**src/rtl/uart_rx_fifo_if.sv**
```systemverilog
// Receiver-to-controller byte buffer signal bundle.
// The slave modport is the FIFO; the master modport is the receiver/controller side.
interface uart_rx_fifo_if #(
  parameter int unsigned DATA_W = 8,
  parameter int unsigned ADDR_W = 4
);
  logic [DATA_W-1:0] RX_data;
  logic              RX_status;
  logic              rd_en;
  logic [DATA_W-1:0] rd_data;
  logic              empty;
  logic              full;
  logic [ADDR_W:0]   count;
  logic              overflow;
  logic              clear_ovf;

  modport master (
    output RX_data, RX_status, rd_en, clear_ovf,
    input  rd_data, empty, full, count, overflow
  );

  modport slave (
    input  RX_data, RX_status, rd_en, clear_ovf,
    output rd_data, empty, full, count, overflow
  );
endinterface

```
**src/rtl/uart_rx_fifo.sv**
```systemverilog
// Circular first-word-fall-through byte FIFO written on each rising edge of RX_status.
// Dropped bytes (write while full without a pop) set a sticky overflow flag.
module uart_rx_fifo #(
  parameter int unsigned DATA_W = 8,
  parameter int unsigned DEPTH  = 16,
  parameter int unsigned ADDR_W = 4
) (
  input  logic           sys_clk,
  input  logic           reset,
  uart_rx_fifo_if.slave  bus
);

  logic [DATA_W-1:0] mem_q [DEPTH];
  logic [ADDR_W-1:0] wr_ptr_q, wr_ptr_d;
  logic [ADDR_W-1:0] rd_ptr_q, rd_ptr_d;
  logic [ADDR_W:0]   count_q,  count_d;
  logic              ovf_q,    ovf_d;
  logic              status_q;

  logic wr_req, wr_acc, rd_acc, drop, is_full, is_empty;

  assign is_full  = (count_q == (ADDR_W+1)'(DEPTH));
  assign is_empty = (count_q == '0);
  assign wr_req   = bus.RX_status & ~status_q;
  // A pop frees a slot in the same cycle, so a full FIFO still accepts a write alongside it.
  assign wr_acc   = wr_req & (~is_full | bus.rd_en);
  assign rd_acc   = bus.rd_en & ~is_empty;
  assign drop     = wr_req & is_full & ~bus.rd_en;

  always_comb begin
    wr_ptr_d = wr_ptr_q;
    rd_ptr_d = rd_ptr_q;
    count_d  = count_q;
    ovf_d    = ovf_q;
    if (wr_acc) wr_ptr_d = wr_ptr_q + ADDR_W'(1);
    if (rd_acc) rd_ptr_d = rd_ptr_q + ADDR_W'(1);
    unique case ({wr_acc, rd_acc})
      2'b10:   count_d = count_q + (ADDR_W+1)'(1);
      2'b01:   count_d = count_q - (ADDR_W+1)'(1);
      default: count_d = count_q;
    endcase
    if (drop)               ovf_d = 1'b1;
    else if (bus.clear_ovf) ovf_d = 1'b0;
  end

  always_ff @(posedge sys_clk or posedge reset) begin
    if (reset) begin
      wr_ptr_q <= '0;
      rd_ptr_q <= '0;
      count_q  <= '0;
      ovf_q    <= 1'b0;
      // Held high so a strobe already asserted at reset release is not seen as a new byte.
      status_q <= 1'b1;
      for (int unsigned i = 0; i < DEPTH; i++) mem_q[i] <= '0;
    end else begin
      wr_ptr_q <= wr_ptr_d;
      rd_ptr_q <= rd_ptr_d;
      count_q  <= count_d;
      ovf_q    <= ovf_d;
      status_q <= bus.RX_status;
      if (wr_acc) mem_q[wr_ptr_q] <= bus.RX_data;
    end
  end

  assign bus.rd_data  = is_empty ? '0 : mem_q[rd_ptr_q];
  assign bus.empty    = is_empty;
  assign bus.full     = is_full;
  assign bus.count    = count_q;
  assign bus.overflow = ovf_q;

endmodule

```
**src/flat_wrapper.sv**
```systemverilog
// flat-port wrapper written by rule: the top's interface ports become plain ports
module uart_rx_fifo_flat 
#(
  parameter int unsigned DATA_W = 8,
  parameter int unsigned DEPTH  = 16,
  parameter int unsigned ADDR_W = 4
)
  (sys_clk, reset, bus_RX_data, bus_RX_status, bus_rd_en, bus_clear_ovf, bus_rd_data, bus_empty, bus_full, bus_count, bus_overflow);
  uart_rx_fifo_if #(.DATA_W(DATA_W), .ADDR_W(ADDR_W)) bus_i ();
  input  logic sys_clk;
  input  logic reset;
  input wire logic [$bits(bus_i.RX_data)-1:0] bus_RX_data;
  input wire logic [$bits(bus_i.RX_status)-1:0] bus_RX_status;
  input wire logic [$bits(bus_i.rd_en)-1:0] bus_rd_en;
  input wire logic [$bits(bus_i.clear_ovf)-1:0] bus_clear_ovf;
  output wire logic [$bits(bus_i.rd_data)-1:0] bus_rd_data;
  output wire logic [$bits(bus_i.empty)-1:0] bus_empty;
  output wire logic [$bits(bus_i.full)-1:0] bus_full;
  output wire logic [$bits(bus_i.count)-1:0] bus_count;
  output wire logic [$bits(bus_i.overflow)-1:0] bus_overflow;
  assign bus_i.RX_data = bus_RX_data;
  assign bus_i.RX_status = bus_RX_status;
  assign bus_i.rd_en = bus_rd_en;
  assign bus_i.clear_ovf = bus_clear_ovf;
  assign bus_rd_data = bus_i.rd_data;
  assign bus_empty = bus_i.empty;
  assign bus_full = bus_i.full;
  assign bus_count = bus_i.count;
  assign bus_overflow = bus_i.overflow;
  uart_rx_fifo #(.DATA_W(DATA_W), .DEPTH(DEPTH), .ADDR_W(ADDR_W)) u_core (.sys_clk(sys_clk), .reset(reset), .bus(bus_i));
endmodule
```
**config.mk**
```make
export PLATFORM = sky130hd
export DESIGN_NAME = uart_rx_fifo_flat
export DESIGN_NICKNAME = d
export VERILOG_FILES = /design/src/rtl/uart_rx_fifo_if.sv /design/src/rtl/uart_rx_fifo.sv /design/src/flat_wrapper.sv
export SDC_FILE = /design/constraint.sdc
export NUM_CORES = 1
export LEC_CHECK = 0
export CAP_MARGIN = 15
export CORE_MARGIN = 2
export CORE_UTILIZATION = 50
export DETAILED_ROUTE_END_ITERATION = 6
export PLACE_DENSITY = 0.7
export SLEW_MARGIN = 20
export SYNTH_ARGS = -nofsm -noshare
export SYNTH_HDL_FRONTEND = slang
export SYNTH_SLANG_ARGS = --single-unit
```
**constraint.sdc**
```tcl
create_clock -name sys_clk -period 4 [get_ports sys_clk]
set_input_delay 0.4 -clock sys_clk [delete_from_list [all_inputs] [get_ports sys_clk]]
set_output_delay 0.4 -clock sys_clk [all_outputs]
set_load 0.02 [all_outputs]
```
**Word level (Yosys, flattened, before mapping)**

Cells that the tools add are included.

- Input bits: 13
- Bits in registers: 143
- Word-level logic and storage cells: 57
- Output and inout port bits: 16

- Equality and inequality tests: 3
- Add/subtract/negate cells: 4
- Reduce and logical (&&, ||, !) cells: 4
- Multiplexer cells: 10
- Magnitude comparators: 3
- Bitwise operators: 12

Operators with widths:

| operator | count |
|---|---|
| $bwmux 128 | 1 |
| $bmux 8 s4 | 1 |
| $demux 8 s4 | 1 |
| $mux 8 | 4 |
| $ge 5x5->1 const B | 2 |
| $not 4->5 | 2 |
| $pmux 5 s2 | 1 |
| $add 4x1->4 const B | 2 |
| $add 5x1->5 const B | 1 |
| $and 1x1->1 | 5 |
| $eq 5x5->1 const B | 1 |
| $logic_not 5->1 | 1 |
| $lt 5x1->1 const B | 1 |
| $sub 5x1->5 const B | 1 |
| $not 1->1 | 4 |
| $reduce_bool 2->1 | 2 |
| $eq 2x1->1 const B | 1 |
| $eq 2x2->1 const B | 1 |
| $mux 1 | 2 |
| $logic_and 1x1->1 | 1 |
| $or 1x1->1 | 1 |

**Depth between registers and ports, before layout**

Gate-level depths: netlist of the first run.

- Word-level depth: 6
- Gate-level depth with buffers: 12

**Worst setup path after synthesis of the first run**

OpenSTA, ideal clock, no wires.

- Kind: register to register
- Start point: register u_core.count_q[2], in the netlist u_core.bus.count[2]
- End point: register u_core.count_q[4], in the netlist u_core.bus.count[4]
- Period minus slack after synthesis: 3.125 ns
- Cell stages (with the launch flop): 13
- Path buffers: 2
- Path slack: 0.875 ns
- Data arrival time: 2.988 ns
- Cell sequence: dfrtp_1 clkbuf_2 or2_2 or4_1 and2_1 ha_1 clkbuf_1 xor2_1 ha_1 o211ai_1 nor4_1 a311oi_1 o211ai_1

RTL lines:

| item | RTL line | text |
|---|---|---|
| start: declaration | uart_rx_fifo.sv:16 | `logic [ADDR_W:0] count_q, count_d;` |
| start signal: assignment | uart_rx_fifo.sv:58 | `count_q <= count_d;` |
| $logic_not 5->1 * | uart_rx_fifo.sv:23 | `assign is_empty = (count_q == '0);` |
| $not 1->1 * | uart_rx_fifo.sv:27 | `assign rd_acc = bus.rd_en & ~is_empty;` |
| $and 1x1->1 * | uart_rx_fifo.sv:27 |  |
| named net u_core.rd_acc | uart_rx_fifo.sv:20 | `logic wr_req, wr_acc, rd_acc, drop, is_full, is_empty;` |
| $eq 2x1->1 or $eq 2x2->1 (tied branches) | uart_rx_fifo.sv:37 | `unique case ({wr_acc, rd_acc})` |
| $pmux 5 s2 or $reduce_bool 2->1 (tied branches) | n/a |  |

Mark *: on every way through the listed nets, which the timed path passes. The rest lies on a longest branch.
A chain may end at the register's enable or synchronous reset.

**Worst setup path in the final report of the first run**

- Start point: register u_core.rd_ptr_q[0]
- End point: output bus_rd_data[7]

- Longest elaborated chain between the ends: 5

Ends and longest elaborated chain:

| item | RTL line | text |
|---|---|---|
| start: declaration | uart_rx_fifo.sv:15 | `logic [ADDR_W-1:0] rd_ptr_q, rd_ptr_d;` |
| start signal: assignment | uart_rx_fifo.sv:57 | `rd_ptr_q <= rd_ptr_d;` |
| $not 4->5 (not written as such) | uart_rx_fifo.sv:65 | `assign bus.rd_data = is_empty ? '0 : mem_q[rd_ptr_q];` |
| $bmux 8 s4 | uart_rx_fifo.sv:65 |  |
| $mux 8 (not written as such) (2 in series) | uart_rx_fifo.sv:65 |  |
| $mux 8 | uart_rx_fifo.sv:65 |  |
| end: declaration | flat_wrapper.sv:16 | `output wire logic [$bits(bus_i.rd_data)-1:0] bus_rd_data;` |

No other way between the ends. The select of a mux whose other input is x is not followed.

==> results of run 1 <==
## report_power, final
part           internal [W]  switching (W)
registers           0.00205       0.000430
logic               0.00137        0.00102
clock network      0.000995       0.000564
total               0.00441        0.00202
## cell type report
class,instances,area share [%]
Tap cell,176,2.81
Inverter,6,0.335
Multi-Input combinational cell,285,39.4
Clock buffer,26,6.49
Clock inverter,5,0.989
Timing Repair Buffer,34,4.30
Sequential cell,143,45.6
## registers in the layout, summed over array words and instances, names as in the netlist
signal,flops
u_core.mem_q,128
u_core.bus.count,5
u_core.rd_ptr_q,4
u_core.wr_ptr_q,4
u_core.bus.overflow,1
u_core.status_q,1
## cell families (layout without fill, tap and decap cells)
group	after synthesis	count (layout)	share of synthesized area, %
muxes	178	178	34.6
DFF	143	143	52.5
and+or+nand+nor	55	55	4.54
AOI/OAI and AO/OA	33	33	3.40
buffers and inverters	33	71	2.04
xor gates and xnor gates	10	10	1.29
adders and majority gates	9	9	1.65
## routing by layer
layer,global-route usage (%),up-vias,part of all wire [%]
met4,7.05,0,1.5
met3,4.48,15,3.8
met1,28.7,2078,46
met2,32.5,67,49
li1,-,1757,-
met5,0,-,0
## worst max-delay path by stage
stage | from | end | slack [ns] | depth (start not counted)
2_1_floorplan | u_core.bus.count[2]$_DFFE_PP0P_ | u_core.bus.count[4]$_DFFE_PP0P_ | 0.87 | 12
3_3_place_gp | u_core.bus.count[2]$_DFFE_PP0P_ | u_core.bus.count[4]$_DFFE_PP0P_ | 0.69 | 10
3_5_place_dp | u_core.bus.count[2]$_DFFE_PP0P_ | u_core.bus.count[4]$_DFFE_PP0P_ | 0.59 | 10
4_1_cts | u_core.rd_ptr_q[0]$_DFFE_PP0P_ | bus_rd_data[7] | 0.49 | 5
5_1_grt | u_core.rd_ptr_q[0]$_DFFE_PP0P_ | bus_rd_data[7] | 0.32 | 5
6_report | u_core.rd_ptr_q[0]$_DFFE_PP0P_ | bus_rd_data[7] | 0.52 | 5
## cell usage in the layout, fill, tap and decap left out, types with 5 or more instances in the layout
master,instances
dfrtp_1,141
mux2_2,129
mux4_2,32
clkdlybuf4s50_1,28
clkbuf_16,17
nor2_2,12
o21ai_0,12
nand3_1,10
nand2_1,10
a21oi_1,10
mux2_1,9
ha_1,9
mux2i_1,8
xnor2_1,6
nor2b_1,5
inv_1,5
clkbuf_8,5
buf_4,5
## per-stage QoR
stage               worst slack, ns  hold WS [ns]  utilization (%)  total power (W)  instances
floorplan                     0.875         0.404                -          0.00420        461
detailed placement            0.589         0.473             54.6          0.00490        644
CTS                           0.486         0.404             59.0          0.00647        675
global placement              0.687         0.462             54.6          0.00481        644
finish                        0.516         0.415             59.0          0.00643        675
global route                  0.325         0.413             59.0          0.00678        675
==> impl.org, run 1 <==
** Route
- Total via count after detailed routing :: about 4000
- Number of iterations in the first detailed-routing pass :: 4
- Per-cell via count in the routed design :: between 5 and 6
- Iteration-0 DRC Markers :: 220
- Antenna viol nets, final :: 0
- After detailed routing, the average wire length per cell comes to 20.6 µm.
- Detailed-route wire length :: 13900 µm
- For this run, design rule violations remaining after detail routing come to 0.

** Power
- Max VDD drop :: between 400 and 500 µV
- Power Dens Cells :: 819 mW/mm²
- Reported leakage power :: 3.43 nW

** Worst setup path
- Setup crit end kind :: output port
- The worst register-to-register path has a setup slack of 0.60 ns.
- The setup path with the least slack is of type register to output port.
- In this run the worst path has a maximum fanout of 17.
- Startpoint of the worst register-to-register path :: u_core.bus.count[2]$_DFFE_PP0P_
- STA classifies the critical path startpoint as a register.
- Kind of cell adding the most delay to the critical path :: buffers and inverters
- The signal on the critical path passes through buf_4, mux4_2, mux2i_1, a21oi_1, clkdlybuf4s50_1.
- CP max stage delay :: 0.70 ns
- The largest individual stage delay along the critical path comes from the cell dfrtp_2.
- Together, buffers and inverters on the worst path number 2.
- At the worst endpoint, the required time is 3.60 ns.
- Counting cells, the worst reg-to-reg path comes to 10.
- At the worst endpoint, the arrival time is 3.08 ns.
- The endpoint identified for the worst register-to-register timing path is u_core.bus.count[4]$_DFFE_PP0P_.

** Global routing
- The number of antenna violations at the first check in global routing came to 0.
- Entering global routing, the biggest net connects 112 pins.
- Vias in the first global route :: 4063
- Global-route congestion overflow total :: 0
- Wire length of the first global-routing pass :: 22400 µm
- Total global routing track utilization :: 20.7%

** Logic synthesis
- Gate count after technology mapping :: 461
- The commonest cells after synthesis are dfrtp_1, mux2_2, mux4_2.
- Yosys instantiated no cell more often than dfrtp_1.
- After synthesis the netlist holds a flip-flop and latch count of 143.
- Cell taking the most area after synthesis :: dfrtp_1
- Among all flip-flop cells after synthesis, the most frequent one is dfrtp_1.
- Yosys warns :: 0
- After synthesis the cells add up to 0.00681 mm².
- Count of cell types in the netlist :: 43
- Area contributors post-synth :: dfrtp_1, mux2_2, mux4_2
- Of all flip-flops after synthesis, the portion carrying an async set or reset was 100%.
- The synthesized design devotes to its leading area cell type 52.1% of total area.
- Syn nets :: 483
- Sequential fraction of the synthesis area :: a little over half
- In this run, synthesis inferred 0 flip-flops with an integrated enable.
- In this run the mean area of a mapped cell was 14.8 µm².

** Timing
- Setup repair after global routing left no endpoint under its margin.
- The number of hold violations in the final report came to 0.
- The worst path needs 3.48 ns of the cycle, external delays included.
- For the final database, setup skew stands at around 0.006 ns.
- Dividing the final minimum period by the clock period gives between 80 and 90%.
- Total count of max-transition violations in the final report :: 0
- Setup violations remaining at the end of the flow were counted as 0.
- Based on the critical path, the design can be clocked at up to 0.287 GHz.
- Worst-case headroom to the max-slew limit :: 50.9%
- In the final timing run, aggregate negative setup slack is 0 ns.
- Transition time at the pin with the least slew margin :: ~0.74 ns

** Finish
- The final layout contains 509 nets.
- From synthesis to final layout, the design area changed by 15.2%.
- Summing all multi-input logic gate instances after layout gives 0.00310 mm².
- Number of antenna cells inserted :: 0
- Sequential cell area in the final layout :: 0.00358 mm²
- In the final layout, the share of cells above drive strength 1 is 43.3%.
- Fill cells in the final layout number 1024.
- After routing the design area is a little under 0.008 mm².

** CTS
- At the later pin of the worst-skew pair, clock insertion delay measures 0.42 ns.
- H-tree depth :: 4
- TritonCTS built the clock tree.
- For this design, the CTS-stage hold fixing added 0 buffers.
- The longest clock path from root to sink contains 2 buffers.
- Number of buffers inserted to repair setup after CTS :: 0
- Number of clock sinks :: about 140
- Root cell of the clock tree :: clkbuf_16
- Clock transition at path regs :: approximately 0.06 ns
- In this run, post-CTS repair resized a total of 0 instances.
- Clock tree synthesis inserted a total of 17 buffers.

** Floorplan
- In this run the vertical extent of the chip is approximately 120 µm.
- Std-Cell Core Area :: 0.0133 mm²
- Effective utilization at floorplan :: 51.3%
- Row count :: 42
- Overall die area :: 0.0146 mm²
- Die X :: roughly 120 µm
- Total I/O pin count :: 29

** Hold path
- Class of the tightest hold or removal check :: primary input to register
- Launch point of the worst hold path :: bus_RX_status
- Cell depth of the worst min-delay path :: 1
- The path with the worst hold slack has its endpoint at u_core.status_q$_DFF_PP1_.

** Place
- After detailed placement, the total cell area comes to 0.00726 mm².
- Routability-driven placement congestion ratio :: 0.803
- HPWL after DPL :: 8870 µm
- In this run the tool buffered the top-level ports with 28 buffer cells.

** Run
- The tool flagged a number of max-cap violations equal to 0.

** Run status
- Status :: finished clean
Note: power is estimated with default switching activity, not from simulation.
==> inputs of run 2 (changes only) <==
--- a/config.mk
+++ b/config.mk
@@ -6,6 +6,7 @@
 export NUM_CORES = 1
 export LEC_CHECK = 0
 export CAP_MARGIN = 15
+export CORE_ASPECT_RATIO = 0.5
 export CORE_MARGIN = 2
 export CORE_UTILIZATION = 50
 export DETAILED_ROUTE_END_ITERATION = 6
==> run 2 against run 1 <==
Effect of this change:
- worst setup slack better by 0.11 ns
- sequential share of layout area down 0.22 points
- first-iteration DRC count up 39%
- hold slack worse by 0.20 ns
- register-to-register slack better by 0.02 ns
- routed wire length up 1.5%
- critical endpoint is now u_core.bus.count[4]$_DFFE_PP0P_
- via count up 0.43%
- global-route usage up 0.42 points
==> impl.org, run 2 (same netlist as run 1, synthesis figures left out) <==
** Place
- The worst setup slack before clock tree synthesis was 0.629 ns (+0.0402 ns).
- Routability-driven placement congestion ratio :: 0.806 (+0.39%)
- HPWL after DPL :: 8820 µm (-0.53%)
- Number of input and output port buffers inserted :: 28 (unchanged)

** Route
- DRC Markers :: 0 (unchanged)
- The via count of the routed design came to 3934 (+0.43%).
- Antenna viol nets, final :: 0 (unchanged)
- Per-cell via count in the routed design :: 5.81 (+0.14%)
- The first-pass detailed-route iteration total is 4 (unchanged).
- Wire per inst :: 20.8 µm (+1.2%)
- Iteration-0 DRC Markers :: 306 (+39%)
- The wire length after detailed routing came to 14100 µm (+1.5%).

** CTS
- Number of buffers created by CTS :: 17 (unchanged)
- The clock network latency to the later pin of the worst-skew pair was 0.42 ns (about the same).
- Number of clock sinks :: 143 (unchanged)
- Hold_buf cts :: 0 (unchanged)
- Number of instances resized during post-cts repair :: 0 (unchanged)
- TritonCTS built the clock tree.
- Root cell of the clock tree :: clkbuf_16
- Number of buffers inserted to repair setup after CTS :: 0 (unchanged)
- The number of levels the H-tree was split into is 4 (unchanged).
- The buffer depth of the longest clock path is 2 (unchanged).
- Clock transition at path regs :: 0.06 ns (about the same)

** Timing
- The number of max-slew violations in the final report came to 0 (unchanged).
- The worst-margin pin slew came to 0.881 ns (+0.145 ns).
- Final Hold Viols :: 0 (unchanged)
- The tightest slew margin relative to the limit came to 41.3% (-9.6 points).
- Post-Route Skew :: 0.00891 ns (+0.00301 ns)
- The worst-case setup margin in the final layout came to 0.624 ns (+0.108 ns).
- The fmax was 0.296 GHz (+3.2%).
- Total negative slack for setup checks :: 0 ns (unchanged)
- Final number of setup-violating endpoints :: 0 (unchanged)
- Final cycle utilization of the critical path :: 84.4% (-2.7 points)
- Setup repair after global routing left no endpoint under its margin.
- Final critical delay including setup and external delays :: 3.38 ns (-0.108 ns)

** Worst setup path
- The maximum single-stage delay on the critical path was 0.62 ns (-0.08 ns).
- Setup crit end kind :: register
- The critical path in this run is classified as register to register.
- Cells traversed along the worst timing path :: or2_2, or4_1, and2_1, ha_1, xor2_1, ha_1, o211ai_1, nor4_1, a311oi_1, o211ai_1
- The number of cells on the worst reg-to-reg path was 10 (unchanged).
- On the critical path, the stage with the largest delay is an instance of or4_1.
- The biggest fanout along the worst timing path is 12 (-5).
- The register-to-register setup slack came to 0.62 ns (+0.02 ns).
- The data arrival at the endpoint of the critical path was 3.66 ns (+0.58 ns).
- The required time reported for the critical path endpoint is 4.28 ns (+0.68 ns).
- Origin of the worst setup path :: u_core.bus.count[2]$_DFFE_PP0P_
- Capturing point of the worst reg2reg path :: u_core.bus.count[4]$_DFFE_PP0P_
- STA classifies the critical path startpoint as a register.
- Startpoint of the worst register-to-register path :: u_core.bus.count[2]$_DFFE_PP0P_
- Setup crit end :: u_core.bus.count[4]$_DFFE_PP0P_

** Finish
- The flip-flop count of the largest register after layout came to 128 (unchanged).
- Largest register by flop count :: u_core.mem_q
- Total Nets Final :: 510 (+0.20%)
- Number of antenna cells inserted :: 0 (unchanged)
- Commonest non-fill, non-tap cell in the layout :: dfrtp_1
- Compared with the post-synthesis result, the final layout area differs by 15.7%.
- Layout cell share with drive strength beyond 1 :: 44.3% (+1.0 points)
- Commonest cells after routing, fill and taps aside :: dfrtp_1, mux2_2, mux4_2
- The fraction of the core area covered by cells at the end of the flow was 58.7% (-0.35 points).

** Global routing
- Wire length of the first global-routing pass :: 23000 µm (+2.7%)
- The largest net degree at the start of global routing came to 94 (-16%).
- The global routing usage summed across all routing layers is 21.1% (+0.42 points).
- The number of antenna violations at the first check in global routing is 0 (unchanged).
- The number of global-route vias before repair was 4029 (-0.84%).
- The aggregate global routing overflow was 0 (unchanged).

** Floorplan
- The I/O pin total was 29 (unchanged).
- Overall die area :: 0.0146 mm² (+0.39%)
- Die H :: 86.5 µm (-28%)
- Row count :: 30 (-29%)
- The horizontal die dimension is 169 µm (+40%).
- The standard cell core area was 0.0134 mm² (+1.1%).
- Effective utilization at floorplan :: 50.7% (-0.54 points)

** Power
- Reported leakage power :: 3.45 nW (+0.45%)
- Sequential Power Share :: 37.8% (-0.8 points)
- The fraction of power spent switching nets is 32.9% (+1.6 points).
- Max VDD drop :: 428 µV (+4.8%)
- The power density over the cells is 827 mW/mm² (+0.91%).
- Clock share of power :: 25.4% (+1.1 points)
- Switching pwr :: 0.00215 W (+6.4%)
- The design internal power was 0.00437 W (-0.90%).
- Combinational group share of total power :: 36.9% (-0.3 points)

** Run status
- Status :: finished clean

** Hold path
- Class of the tightest hold or removal check :: primary input to asynchronous set/reset pin

** Run
- Max-cap violations :: 0 (unchanged)
run 2: final cells by class:
type,count,area (µm²)
Clock buffer,17,425
Multi-Input combinational cell,285,3100
Tap cell,176,220
Timing Repair Buffer,35,345
Sequential cell,143,3580
Fill cell,1050,5550
Inverter,6,26.3
Clock inverter,15,191
run 2: worst min-delay path by stage:
stage | start | end | cells after the start
5_1_grt | reset | u_core.bus.overflow$_DFFE_PP0P_ | 2
3_5_place_dp | u_core.mem_q[69]$_DFFE_PP0P_ | u_core.mem_q[69]$_DFFE_PP0P_ | 1
3_3_place_gp | u_core.mem_q[69]$_DFFE_PP0P_ | u_core.mem_q[69]$_DFFE_PP0P_ | 1
4_1_cts | reset | u_core.bus.overflow$_DFFE_PP0P_ | 2
6_report | reset | u_core.bus.overflow$_DFFE_PP0P_ | 2
2_1_floorplan | bus_RX_status | u_core.status_q$_DFF_PP1_ | 0
run 2: layer usage:
metal,wire (µm),GRT usage (%)
met1,7230,32.4
met2,6180,30.6
met3,578,4.57
met4,92,5.36
met5,0,0
run 2: critical path: cells and delay by family (launching register included):
kind | cells | cell delay [ns]
xor+xnor | 1 | 0.22
flops | 1 | 0.47
simple gates | 4 | 1.36
compound gates | 3 | 0.61
fa+ha+maj | 2 | 0.58
run 2: metrics by stage:
stage | hold slack (ns) | cells | cell area (µm²) | total power, W
2_1_floorplan | 0.404 | 461 | 6820 | 0.00420
3_3_place_gp | 0.463 | 645 | 7270 | 0.00484
3_5_place_dp | 0.471 | 645 | 7270 | 0.00490
4_1_cts | 0.212 | 677 | 7890 | 0.00658
5_1_grt | 0.227 | 677 | 7890 | 0.00688
6_report | 0.219 | 677 | 7890 | 0.00652
run 2: power groups by stage:
stage | Sequential, W | Combinational [W] | Clock, W
CTS | 0.00246 | 0.00244 | 0.00168
detailed placement | 0.00247 | 0.00242 | 0
finish | 0.00246 | 0.00240 | 0.00165
floorplan | 0.00232 | 0.00188 | 0
global placement | 0.00246 | 0.00239 | 0
global route | 0.00255 | 0.00260 | 0.00173
==> inputs of run 3 (changes only) <==
==> constraint.sdc (replaced) <==
create_clock -name sys_clk -period 3 [get_ports sys_clk]
set_input_delay 0.3 -clock sys_clk [delete_from_list [all_inputs] [get_ports sys_clk]]
set_output_delay 0.3 -clock sys_clk [all_outputs]
set_load 0.02 [all_outputs]
==> run 3 against run 2 <==
Effect of this change:
- via count increased by 2.7%
- maximum frequency increased by 19%
- final cell count increased by 1.8%
- register-to-register slack got worse by 0.45 ns
- clock power increased by 28%
- clock-buffer cell count unchanged
- critical endpoint unchanged
- die area unchanged
==> impl.org, run 3 (same netlist as run 1, synthesis figures left out) <==
** Worst setup path
- Cells traversed along the worst timing path :: or2_2, or4_1, and2_4, ha_1, buf_4, ha_1, o211ai_1, nor4_1, a311oi_1, o211ai_1
- The number of cells on the worst reg-to-reg path came to 10 (unchanged).
- The sum of buffers and inverters on the critical path was 1 (+1).
- Setup crit end kind :: register
- The maximum single-stage delay on the critical path was 0.45 ns (-0.17 ns).
- The worst setup path is of the register to register kind.
- Critical-path top delay cell :: or4_1
- In this run the critical register-to-register path is launched from u_core.bus.count[2]$_DFFE_PP0P_.
- Capturing point of the worst reg2reg path :: u_core.bus.count[4]$_DFFE_PP0P_
- The worst setup path is launched from a register.
- Critical path arrival :: 3.12 ns (-0.54 ns)
- The cell family contributing the most delay on the critical path is simple AND/OR/NAND/NOR gates.
- Worst endpoint required time :: 3.29 ns (-0.99 ns)
- The register-to-register setup slack was 0.17 ns (-0.45 ns).
- The biggest fanout along the worst timing path came to 7 (-5).

** CTS
- The number of levels the H-tree was split into came to 4 (unchanged).
- TritonCTS built the clock tree.
- Number of clock sinks :: 143 (unchanged)
- Number of buffers created by CTS :: 17 (unchanged)
- Clock latency reported for the late side of the worst-skew pair :: 0.43 ns (about the same)
- The number of hold-repair buffers added at the cts stage came to 0 (unchanged).
- Clock transition at path regs :: 0.07 ns (about the same)
- The buffer depth of the longest clock path came to 2 (unchanged).
- Root cell of the clock tree :: clkbuf_16

** Route
- The met2 layer wire length in the routed design is 6560 µm (+6.2%).
- The detailed-route vias per instance came to 5.86 (+0.88%).
- The via count of the routed design came to 4039 (+2.7%).
- Met3 WL post-DR :: 459 µm (-21%)
- Highest metal layer with signal wires :: met5
- The post-detailed-route count of antenna-violating nets is 0 (unchanged).
- Wire per inst :: 21.3 µm (+2.6%)
- Metal1 wirelength :: 7530 µm (+4.2%)
- The first-pass detailed-route iteration total was 6 (+2).
- Detailed-route wire length :: 14700 µm (+4.4%)
- DRC Markers :: 0 (unchanged)
- Iteration-0 DRC Markers :: 230 (-25%)

** Finish
- Commonest cells after routing, fill and taps aside :: dfrtp_1, mux2_2, mux4_2
- Largest register by flop count :: u_core.mem_q
- Synth-to-layout area growth :: 17.5%
- The fill cell instance count of the final layout was 1049 (-0.095%).
- Sequential cell area in the final layout :: 0.00358 mm² (about the same)
- Multi-input combinational cell area :: 0.00310 mm² (about the same)
- Post-layout instance count excluding filler cells :: 689 (+1.8%)
- Total Nets Final :: 522 (+2.4%)
- The flip-flop count of the largest register after layout is 128 (unchanged).
- The number of diodes was 0 (unchanged).
- Layout cell share with drive strength beyond 1 :: 46.2% (+1.9 points)
- Leaving out fill and tap cells, the most frequent cell in the layout is dfrtp_1.

** Hold path
- Hold endpoint :: u_core.status_q$_DFF_PP1_
- Counting instances, the worst hold path has a depth of 1.
- Launch point of the worst hold path :: bus_RX_status
- The tightest min-delay check is of the primary input to register type.

** Power
- The leakage dissipation is 3.56 nW (+3.2%).
- Power Dens Cells :: 1090 mW/mm² (+31%)
- The largest voltage drop on the vdd net was 571 µV (+33%).

** Timing
- Post-Route Skew :: 0.0152 ns (+0.00628 ns)
- Final number of setup-violating endpoints :: 0 (unchanged)
- Final cycle utilization of the critical path :: 94.2% (+9.8 points)
- Final critical delay including setup and external delays :: 2.83 ns (-0.551 ns)
- RSZ-0062 raised after global routing :: no
- The worst-margin pin slew is 0.743 ns (-0.137 ns).
- The number of max-slew violations in the final report was 0 (unchanged).
- The fmax was 0.354 GHz (+19%).
- Worst-case headroom to the max-slew limit :: 50.3% (+9.0 points)
- The final-layout setup total negative slack came to 0 ns (unchanged).
- Final Hold Viols :: 0 (unchanged)

** Floorplan
- The initial core utilization came to 50.7% (unchanged).
- The standard cell core area was 0.0134 mm² (unchanged).
- Die X :: 169 µm (unchanged)
- The die footprint came to 0.0146 mm² (unchanged).
- Row count :: 30 (unchanged)
- The floorplan die height came to 86.5 µm (unchanged).
- The I/O pin total came to 29 (unchanged).

** Global routing
- The number of antenna violations at the first check in global routing is 1 (+1).
- Wire length of the first global-routing pass :: 23800 µm (+3.5%)
- The global routing usage summed across all routing layers came to 22.1% (+1.1 points).
- The largest net degree at the start of global routing was 54 (-43%).
- Global-route congestion overflow total :: 0 (unchanged)
- The number of global-route vias before repair is 4092 (+1.6%).

** Place
- Routability-driven placement congestion ratio :: 0.827 (+2.6%)
- The sum of net half-perimeters after detailed placement came to 9070 µm (+2.8%).
- The instance count after placement with tap cells included is 656 (+1.7%).
- The number of port buffers was 28 (unchanged).

** Run
- Max-cap violations :: 0 (unchanged)

** Run status
- Status :: finished clean
## run 3: changes by cell type in the layout (fill, tap and decap cells not counted), sizes merged
cell	previous run	this run
buf	7	18
clkdlybuf4s50	28	20
dlygate4sd2	0	6
dlymetal6s2s	0	2
bufbuf	0	1
bufinv	2	1
clkinv	3	4
## run 3: worst register-to-register path, cell delays in order, from the launching register on
cell	delay, ns
dfrtp_2	0.40
or2_2	0.31
or4_1	0.45
and2_4	0.21
ha_1	0.24
buf_4	0.17
ha_1	0.32
o211ai_1	0.13
nor4_1	0.08
a311oi_1	0.27
o211ai_1	0.13
## run 3: timing repair
action,in CTS,in global routing
gates resized for setup,6,2
buffers inserted,0,0
endpoints found under the hold margin,0,0
endpoints found under the setup margin,8,2
gates cloned,1,0
## run 3: final cells by class
cell class / instances / share of cell area (%)
clock buffer: 17 / 5.31
clock inverter: 15 / 2.13
inverter: 6 / 0.328
multi-input combinational: 285 / 38.7
sequential: 143 / 44.8
tap: 176 / 2.75
timing repair buffer: 47 / 6.03
## run 3: worst max-delay path by stage
stage	cells after the start	endpoint	start
6_report	10	u_core.bus.count[4]$_DFFE_PP0P_	u_core.bus.count[2]$_DFFE_PP0P_
5_1_grt	10	u_core.bus.count[4]$_DFFE_PP0P_	u_core.bus.count[2]$_DFFE_PP0P_
4_1_cts	6	bus_rd_data[7]	u_core.rd_ptr_q[0]$_DFFE_PP0P_
3_5_place_dp	10	u_core.bus.count[4]$_DFFE_PP0P_	u_core.bus.count[2]$_DFFE_PP0P_
3_3_place_gp	9	u_core.bus.count[4]$_DFFE_PP0P_	u_core.bus.count[2]$_DFFE_PP0P_
2_1_floorplan	12	u_core.bus.count[4]$_DFFE_PP0P_	u_core.bus.count[2]$_DFFE_PP0P_
## run 3: power breakdown
part	switching (W)	internal (W)	leakage, nW
clock	0.000927	0.00119	0.287
sequential	0.000494	0.00273	1.83
combinational	0.00149	0.00187	1.44
total	0.00291	0.00579	3.56
## run 3: metal layers
| metal | track usage (%) | vias up |
|---|---|---|
| met1 | 34.3 | 2174 |
| met5 | 0 | - |
| met2 | 31.7 | 60 |
| met3 | 4.34 | 14 |
| met4 | 6.68 | 2 |
| li1 | - | 1789 |
## run 3: per-stage QoR
stage                     setup slack (ns)  power, W  util [%]  area [µm²]  hold slack, ns
after floorplan                     0.0112   0.00562         -        6840           0.304
after global placement               0.316   0.00653      54.9        7380           0.465
after detailed placement             0.202   0.00661      54.9        7380           0.474
after CTS                           0.0129   0.00877      59.5        8000           0.295
after global routing                0.0291   0.00922      59.6        8010           0.298
final                                0.175   0.00870      59.6        8010           0.308
